==> src/rtl/neuron_controller.sv <==
// Sequencer for a single neuron datapath: clears the accumulator, steps the
// input/weight index over the requested length, then captures the activated result.
module neuron_controller #(
  parameter int N     = 16,
  parameter int IDX_W = 16
) (
  input  logic             clk,
  input  logic             rst_n,
  input  logic             start,
  input  logic [IDX_W-1:0] len,
  input  logic             in_valid,
  input  logic [15:0]      res,
  output logic             reg_rst,
  output logic             ld,
  output logic [IDX_W-1:0] idx,
  output logic             busy,
  output logic             done,
  output logic [15:0]      result
);

  localparam logic [2:0] S_IDLE   = 3'd0;
  localparam logic [2:0] S_CLEAR  = 3'd1;
  localparam logic [2:0] S_ACC    = 3'd2;
  localparam logic [2:0] S_SETTLE = 3'd3;
  localparam logic [2:0] S_DONE   = 3'd4;

  localparam logic [IDX_W-1:0] N_MAX    = IDX_W'(N);
  localparam logic [IDX_W-1:0] IDX_ZERO = {IDX_W{1'b0}};
  localparam logic [IDX_W-1:0] IDX_ONE  = IDX_W'(1);

  logic [2:0]       state_r;
  logic [2:0]       state_s;
  logic [IDX_W-1:0] idx_r;
  logic [IDX_W-1:0] idx_s;
  logic [IDX_W-1:0] len_r;
  logic [IDX_W-1:0] len_sat_s;
  logic [15:0]      result_r;
  logic             reg_rst_r;
  logic             busy_r;
  logic             done_r;

  assign len_sat_s = (len > N_MAX) ? N_MAX : len;

  // Next-state and element-index decode
  always_comb begin
    state_s = state_r;
    idx_s   = idx_r;
    case (state_r)
      S_IDLE: begin
        idx_s = IDX_ZERO;
        if (start) begin
          state_s = S_CLEAR;
        end else begin
          state_s = S_IDLE;
        end
      end
      S_CLEAR: begin
        idx_s = IDX_ZERO;
        if (len_r == IDX_ZERO) begin
          state_s = S_SETTLE;
        end else begin
          state_s = S_ACC;
        end
      end
      S_ACC: begin
        // The last element leaves idx parked at L-1 so it never reaches L.
        if (in_valid) begin
          if (idx_r == (len_r - IDX_ONE)) begin
            state_s = S_SETTLE;
            idx_s   = idx_r;
          end else begin
            state_s = S_ACC;
            idx_s   = idx_r + IDX_ONE;
          end
        end else begin
          state_s = S_ACC;
          idx_s   = idx_r;
        end
      end
      S_SETTLE: begin
        state_s = S_DONE;
        idx_s   = idx_r;
      end
      S_DONE: begin
        state_s = S_IDLE;
        idx_s   = IDX_ZERO;
      end
      default: begin
        state_s = S_IDLE;
        idx_s   = IDX_ZERO;
      end
    endcase
  end

  // State, counters, latched length, result capture and registered strobes
  always_ff @(posedge clk or negedge rst_n) begin
    if (!rst_n) begin
      state_r   <= S_IDLE;
      idx_r     <= IDX_ZERO;
      len_r     <= IDX_ZERO;
      result_r  <= 16'd0;
      reg_rst_r <= 1'b0;
      busy_r    <= 1'b0;
      done_r    <= 1'b0;
    end else begin
      state_r   <= state_s;
      idx_r     <= idx_s;
      reg_rst_r <= (state_s == S_CLEAR);
      busy_r    <= (state_s == S_CLEAR) || (state_s == S_ACC) || (state_s == S_SETTLE);
      done_r    <= (state_s == S_DONE);
      if ((state_r == S_IDLE) && start) begin
        len_r <= len_sat_s;
      end else begin
        len_r <= len_r;
      end
      if (state_r == S_SETTLE) begin
        result_r <= res;
      end else begin
        result_r <= result_r;
      end
    end
  end

  assign ld      = (state_r == S_ACC) && in_valid;
  assign reg_rst = reg_rst_r;
  assign idx     = idx_r;
  assign busy    = busy_r;
  assign done    = done_r;
  assign result  = result_r;

endmodule
==> config.mk <==
export PLATFORM = sky130hd
export DESIGN_NAME = neuron_controller
export DESIGN_NICKNAME = d
export VERILOG_FILES = /design/src/rtl/neuron_controller.sv
export SDC_FILE = /design/constraint.sdc
export NUM_CORES = 1
export LEC_CHECK = 0
export CORE_ASPECT_RATIO = 1.1
export CORE_MARGIN = 10
export CORE_UTILIZATION = 49
export CTS_BUF_LIST = sky130_fd_sc_hd__clkbuf_16
export DETAILED_ROUTE_END_ITERATION = 10
export PLACE_DENSITY = 0.8
export SLEW_MARGIN = 20
export SYNTH_ARGS = -nofsm -noshare
export SYNTH_HDL_FRONTEND = slang
export SYNTH_SLANG_ARGS = --single-unit
==> constraint.sdc <==
create_clock -name clk -period 3.8 [get_ports clk]
set_clock_uncertainty 0.15 [all_clocks]
set_input_delay 1.14 -clock clk [delete_from_list [all_inputs] [get_ports clk]]
set_output_delay 1.14 -clock clk [all_outputs]
set_load 0.1 [all_outputs]
==> impl_metrics.tcl, run 1 <==
set metrics [dict create \
    nNetsFinal 381 \
    sw_frac_of_total_pct 51.3 \
    cts_tree "yes" \
    status "complete, no violations" \
    startpoint_type "input port" \
    finalWirelength_um 6870 \
    place_hpwl_um 5380 \
    gp_congestion 0.884 \
    crit_arrival_ns 2.17 \
    yosys-top-cells-area "dfrtp_1 (48%), mux2_2 (6.8%), xnor2_1 (5.0%)" \
    layout_setup_ws_ns 0.337 \
    drt_first_pass_iters 4 \
    die_area_um2 9160 \
    avgSynthCellArea_um2 10.4 \
    num_vias 2313 \
    syn_area_um2 2810 \
    drv_cap 0 \
    slew_violations 0 \
    num_rows 28 \
    slew_headroom_pct 54.4 \
    drc 0 \
    grt_start_max_net_pins 29 \
    clkTransAtPathRegs_ns 0.07 \
    die_y_um 99.4 \
    p_leak_nw 1.62 \
    dr.first_iter.drc_count 100 \
    synth_seq_cells 54 \
    cts-resized-gates 0 \
    start_util_pct 51.4 \
    synth_top_area_share_pct 48.1 \
    netlist.top_cell.by_area "dfrtp_1" \
    cts_setup_buffers 0 \
    wl_per_cell_um 16.4 \
    final_cell_mix "dfrtp_1 (54), buf_4 (40), clkdlybuf4s50_1 (34)" \
    cts_root_buffer "clkbuf_16" \
    die_w_um 92.2 \
    n_fill_cell 435 \
    ctsHoldBuffers 0 \
    drive_gt1_share_pct 22.7 \
    cts_buffer_depth 2 \
    fin_crit_sh_pct 91.1 \
    antenna_found_initial 0 \
    fmax_mhz 289 \
    cpMaxStageDelayCell "clkdlybuf4s50_1" \
    cts_buffers 5 \
    tns_ns 0 \
    cp_cell_sequence "clkdlybuf4s50_1, nand2b_1, nor2_2, buf_12" \
    area_growth_pct 30.5 \
    p_int_mw 1.27 \
    crit_buf_inv 2 \
    io_buffers 71 \
    synth_cells 271 \
    finalSetupViolCount 0 \
    peakVddDrop_uv 771 \
    p_per_area_nw_per_um2 710 \
    critPathMaxStageDelay_ns 0.45 \
    clock-sinks 54 \
    placed_area_um2 3510 \
    final_area_um2 3660 \
    power_switching_mw 1.33 \
    antenna_left 0 \
    hold_viol 0 \
    period_needed_ns 3.46 \
    synth-main-ff-cell "dfrtp_1" \
    via_per_inst 5.52 \
    yosysWarnings 0 \
    final_common_cell "dfrtp_1" \
    synth_cell_types 52 \
    overflow 0 \
    synth-seq-area-share_pct 48.1 \
    pre_cts_ws_ns 0.337 \
    core_area_um2 5470 \
    grtUsageTotal_pct 15.1 \
    hp-class "reg -> reg" \
    io_pins 72 \
    crit_fanout 6 \
    worstSetupPathType "in -> out" \
    htree_levels 2 \
    p_seq_share_pct 29.7 \
    worstSkewPairLatency_ns 0.29 \
    clock_power_share_pct 17.9 \
    synth_edf_count 0 \
    worst_slew_pin_slew_ns 0.684 \
    syn_nets 309 \
    async_flop_share_pct 100 \
    combPwrFrac_pct 52.4 \
    grt_pass1_wl_um 11500 \
    antenna_cells 0 \
    endpoint_kind "output port" \
    first_global_vias 2412 \
    crit_family "buffers and inverters" \
    rsz0062_at_grt "false" \
    cp.required_ns 2.51 \
]
## power groups by stage
stage	Clock, mW	Combinational (mW)	Sequential (mW)
after detailed placement	0	1.37	0.782
after global placement	0	1.36	0.774
after floorplan	0	0.294	1.54
final	0.467	1.36	0.771
after global routing	0.496	1.42	0.787
after CTS	0.473	1.38	0.773
## final cells by class
cell class / count / area, um^2 / area share [%]
Clock inverter: 3 / 25.0 / 0.684
Tap cell: 75 / 93.8 / 2.56
Sequential cell: 54 / 1350 / 36.9
Multi-Input combinational cell: 199 / 1370 / 37.5
Inverter: 7 / 26.3 / 0.718
Timing Repair Buffer: 76 / 666 / 18.2
Clock buffer: 5 / 125 / 3.42
## final timing paths
| kind | start | endpoint | slack [ns] | depth (start not counted) |
|---|---|---|---|---|
| max | in_valid | ld | 0.34 | 4 |
| min | result[11]$_DFFE_PN0P_ | result[11]$_DFFE_PN0P_ | 0.36 | 1 |
| max reg2reg | len_r[3]$_DFFE_PN0P_ | idx[1]$_DFFE_PN0P_ | 0.68 | 8 |
| min reg2reg | result[11]$_DFFE_PN0P_ | result[11]$_DFFE_PN0P_ | 0.36 | 1 |
| max in group asynchronous | rst_n | idx[13]$_DFFE_PN0P_ | 2.50 | 2 |
| min in group asynchronous | rst_n | result[9]$_DFFE_PN0P_ | 0.48 | 1 |
## sequential cells by signal, indices dropped and copies added (netlist names)
register	cells
result	16
state_r	3
len_r	16
reg_rst	1
busy	1
done	1
idx	16
## cell usage after synthesis, drive strengths merged, types with 6 or more instances
library cell and number:
dfrtp 54, nor2 24, mux2 17, xnor2 16
nand2 15, and2 14, a21oi 12, nand3 11
o21ai 10, xor2 9, clkbuf 8, inv 7
nand2b 7, nor4 7, nor3 6
## layer usage
layer	wire [um]	global-route usage (%)	part of all wire, %	vias to the layer above
li1	-	-	-	1102
met1	2890	17.8	42	1141
met2	3420	25.1	50	60
met3	477	6.02	6.9	10
met4	84	4.16	1.2	0
met5	0	0	0	-
## per-stage QoR
step	cells	total power, mW	hold WS [ns]	utilization [%]
after floorplan	271	1.83	0.307	-
after global placement	411	2.14	0.331	64.2
after detailed placement	411	2.16	0.347	64.2
after CTS	419	2.62	0.363	67.0
after global routing	419	2.70	0.381	67.0
final	419	2.60	0.357	67.0
## kinds of logic (layout without fill, tap and decap cells)
family                     count (synthesis)  after routing  share of synthesized area (%)
AOI/OAI and AO/OA                         42             42                           10.7
xor gates and xnor gates                  25             25                           7.80
adders and majority gates                  2              2                          0.892
buffers and inverters                     18             91                           2.99
DFF                                       54             54                           48.1
muxes                                     21             21                           8.25
and+or+nand+nor                          109            109                           21.3
Note: power is estimated with default switching activity, not from simulation.
==> run 2: changes to the inputs <==
--- a/config.mk
+++ b/config.mk
@@ -11,6 +11,7 @@
 export CTS_BUF_LIST = sky130_fd_sc_hd__clkbuf_16
 export DETAILED_ROUTE_END_ITERATION = 10
 export PLACE_DENSITY = 0.8
+export RECOVER_POWER = 100
 export SLEW_MARGIN = 20
 export SYNTH_ARGS = -nofsm -noshare
 export SYNTH_HDL_FRONTEND = slang
==> run 2 against run 1 <==
Count of clock-buffer cells in the layout unchanged; die area unchanged; highest routed layer unchanged; register-to-register slack got worse by 0.19 ns.
==> impl_metrics.tcl, run 2 (synthesis results as in run 1) <==
set metrics [dict create \
    status "complete, no violations" \
    r2r_slack_ns 0.49 \
    grt_pass1_wl_um 11500 \
    drt_first_pass_iters 4 \
    grtUsageTotal_pct 15.1 \
    cts-resized-gates 0 \
    placed_area_um2 3510 \
    ctsHoldBuffers 0 \
    htree_levels 2 \
    num_rows 28 \
    die_y_um 99.4 \
    fin_crit_sh_pct 92.1 \
    grt_start_max_net_pins 29 \
    gp_congestion 0.884 \
    cts_setup_buffers 0 \
    cts_root_buffer "clkbuf_16" \
    io_buffers 71 \
    antenna_cells 0 \
    p_per_area_nw_per_um2 711 \
    slew_violations 0 \
    p_total_mw 2.49 \
    drc 0 \
    die_w_um 92.2 \
    worstSkewPairLatency_ns 0.29 \
    overflow 0 \
    reg2reg_to "idx[5]$_DFFE_PN0P_" \
    hp-class "reg -> reg" \
    crit_arrival_ns 2.21 \
    dr.first_iter.drc_count 112 \
    r2r_start "len_r[0]$_DFFE_PN0P_" \
    final_common_cell "dfrtp_1" \
    hold_viol 0 \
    hold_depth 1 \
    period_needed_ns 3.50 \
    endpoint_kind "output port" \
    via_per_inst 5.49 \
    final_cell_mix "dfrtp_1 (54), clkbuf_1 (39), clkdlybuf4s50_1 (33)" \
    area_growth_pct 24.9 \
    cts_tree "yes" \
    critPathMaxStageDelay_ns 0.45 \
    io_pins 72 \
    drive_gt1_share_pct 10.5 \
    finalWirelength_um 6840 \
    worstSetupPathType "in -> out" \
    clock-sinks 54 \
    wl_per_cell_um 16.3 \
    slew_headroom_pct 4.78 \
    tns_ns 0 \
    min-delay-start "result[11]$_DFFE_PN0P_" \
    cp_cell_sequence "clkdlybuf4s50_1, nand2b_1, nor2_1, buf_12" \
    hold_end "result[11]$_DFFE_PN0P_" \
    drv_cap 0 \
    first_global_vias 2412 \
    nNetsFinal 381 \
    r2r_cells 11 \
    die_area_um2 9160 \
    final_area_um2 3500 \
    cpMaxStageDelayCell "clkdlybuf4s50_1" \
    antenna_left 0 \
    utilization_pct 64.1 \
    worst_slew_pin_slew_ns 1.43 \
    fmax_mhz 286 \
    antenna_found_initial 0 \
    finalSetupViolCount 0 \
    p_leak_nw 1.46 \
    holdWs_ns 0.355 \
    core_area_um2 5470 \
    place_hpwl_um 5380 \
    cp.required_ns 2.51 \
    start_util_pct 51.4 \
    cts_buffer_depth 2 \
    startpoint_type "input port" \
    rsz0062_at_grt "false" \
    num_vias 2302 \
    crit_fanout 6 \
    clkTransAtPathRegs_ns 0.07 \
    cts_buffers 5 \
    peakVddDrop_uv 753 \
]
[run 2: how the worst max path moves through the flow]
| stage | startpoint | endpoint | slack [ns] |
|---|---|---|---|
| 2_1_floorplan | in_valid | ld | 0.40 |
| 3_3_place_gp | in_valid | ld | 0.35 |
| 3_5_place_dp | in_valid | ld | 0.34 |
| 4_1_cts | in_valid | ld | 0.34 |
| 5_1_grt | len_r[0]$_DFFE_PN0P_ | idx[1]$_DFFE_PN0P_ | 0.22 |
| 6_report | in_valid | ld | 0.30 |
[run 2: final cells by class]
type | count | area, um^2
fill | 484 | 1960
clock buffer | 5 | 125
tap | 75 | 93.8
sequential | 54 | 1350
timing repair buffer | 76 | 522
multi-input combinational | 199 | 1360
clock inverter | 3 | 25.0
inverter | 7 | 26.3
[run 2: power breakdown]
| group | leakage (nW) | internal, mW | total [mW] | switching (mW) |
|---|---|---|---|---|
| registers | 0.709 | 0.694 | 0.768 | 0.0737 |
| clock network | 0.0704 | 0.248 | 0.465 | 0.216 |
| logic | 0.679 | 0.225 | 1.26 | 1.04 |
| total | 1.46 | 1.17 | 2.49 | 1.33 |
[run 2: per-layer routing]
layer / wire length (um) / GRT usage (%)
met4: 93 / 4.16
met2: 3410 / 25.1
met5: 0 / 0
met3: 492 / 6.02
met1: 2840 / 17.8
[run 2: through the flow]
step,setup WS (ns),instances
3_5_place_dp,0.337,411
2_1_floorplan,0.401,271
3_3_place_gp,0.353,411
5_1_grt,0.216,419
4_1_cts,0.337,419
6_report,0.299,419
[run 2: worst max-delay path, delay by kind of cell]
family | cells | cell delay (ns)
buffers and inverters | 2 | 0.66
AND/OR/NAND/NOR | 2 | 0.40
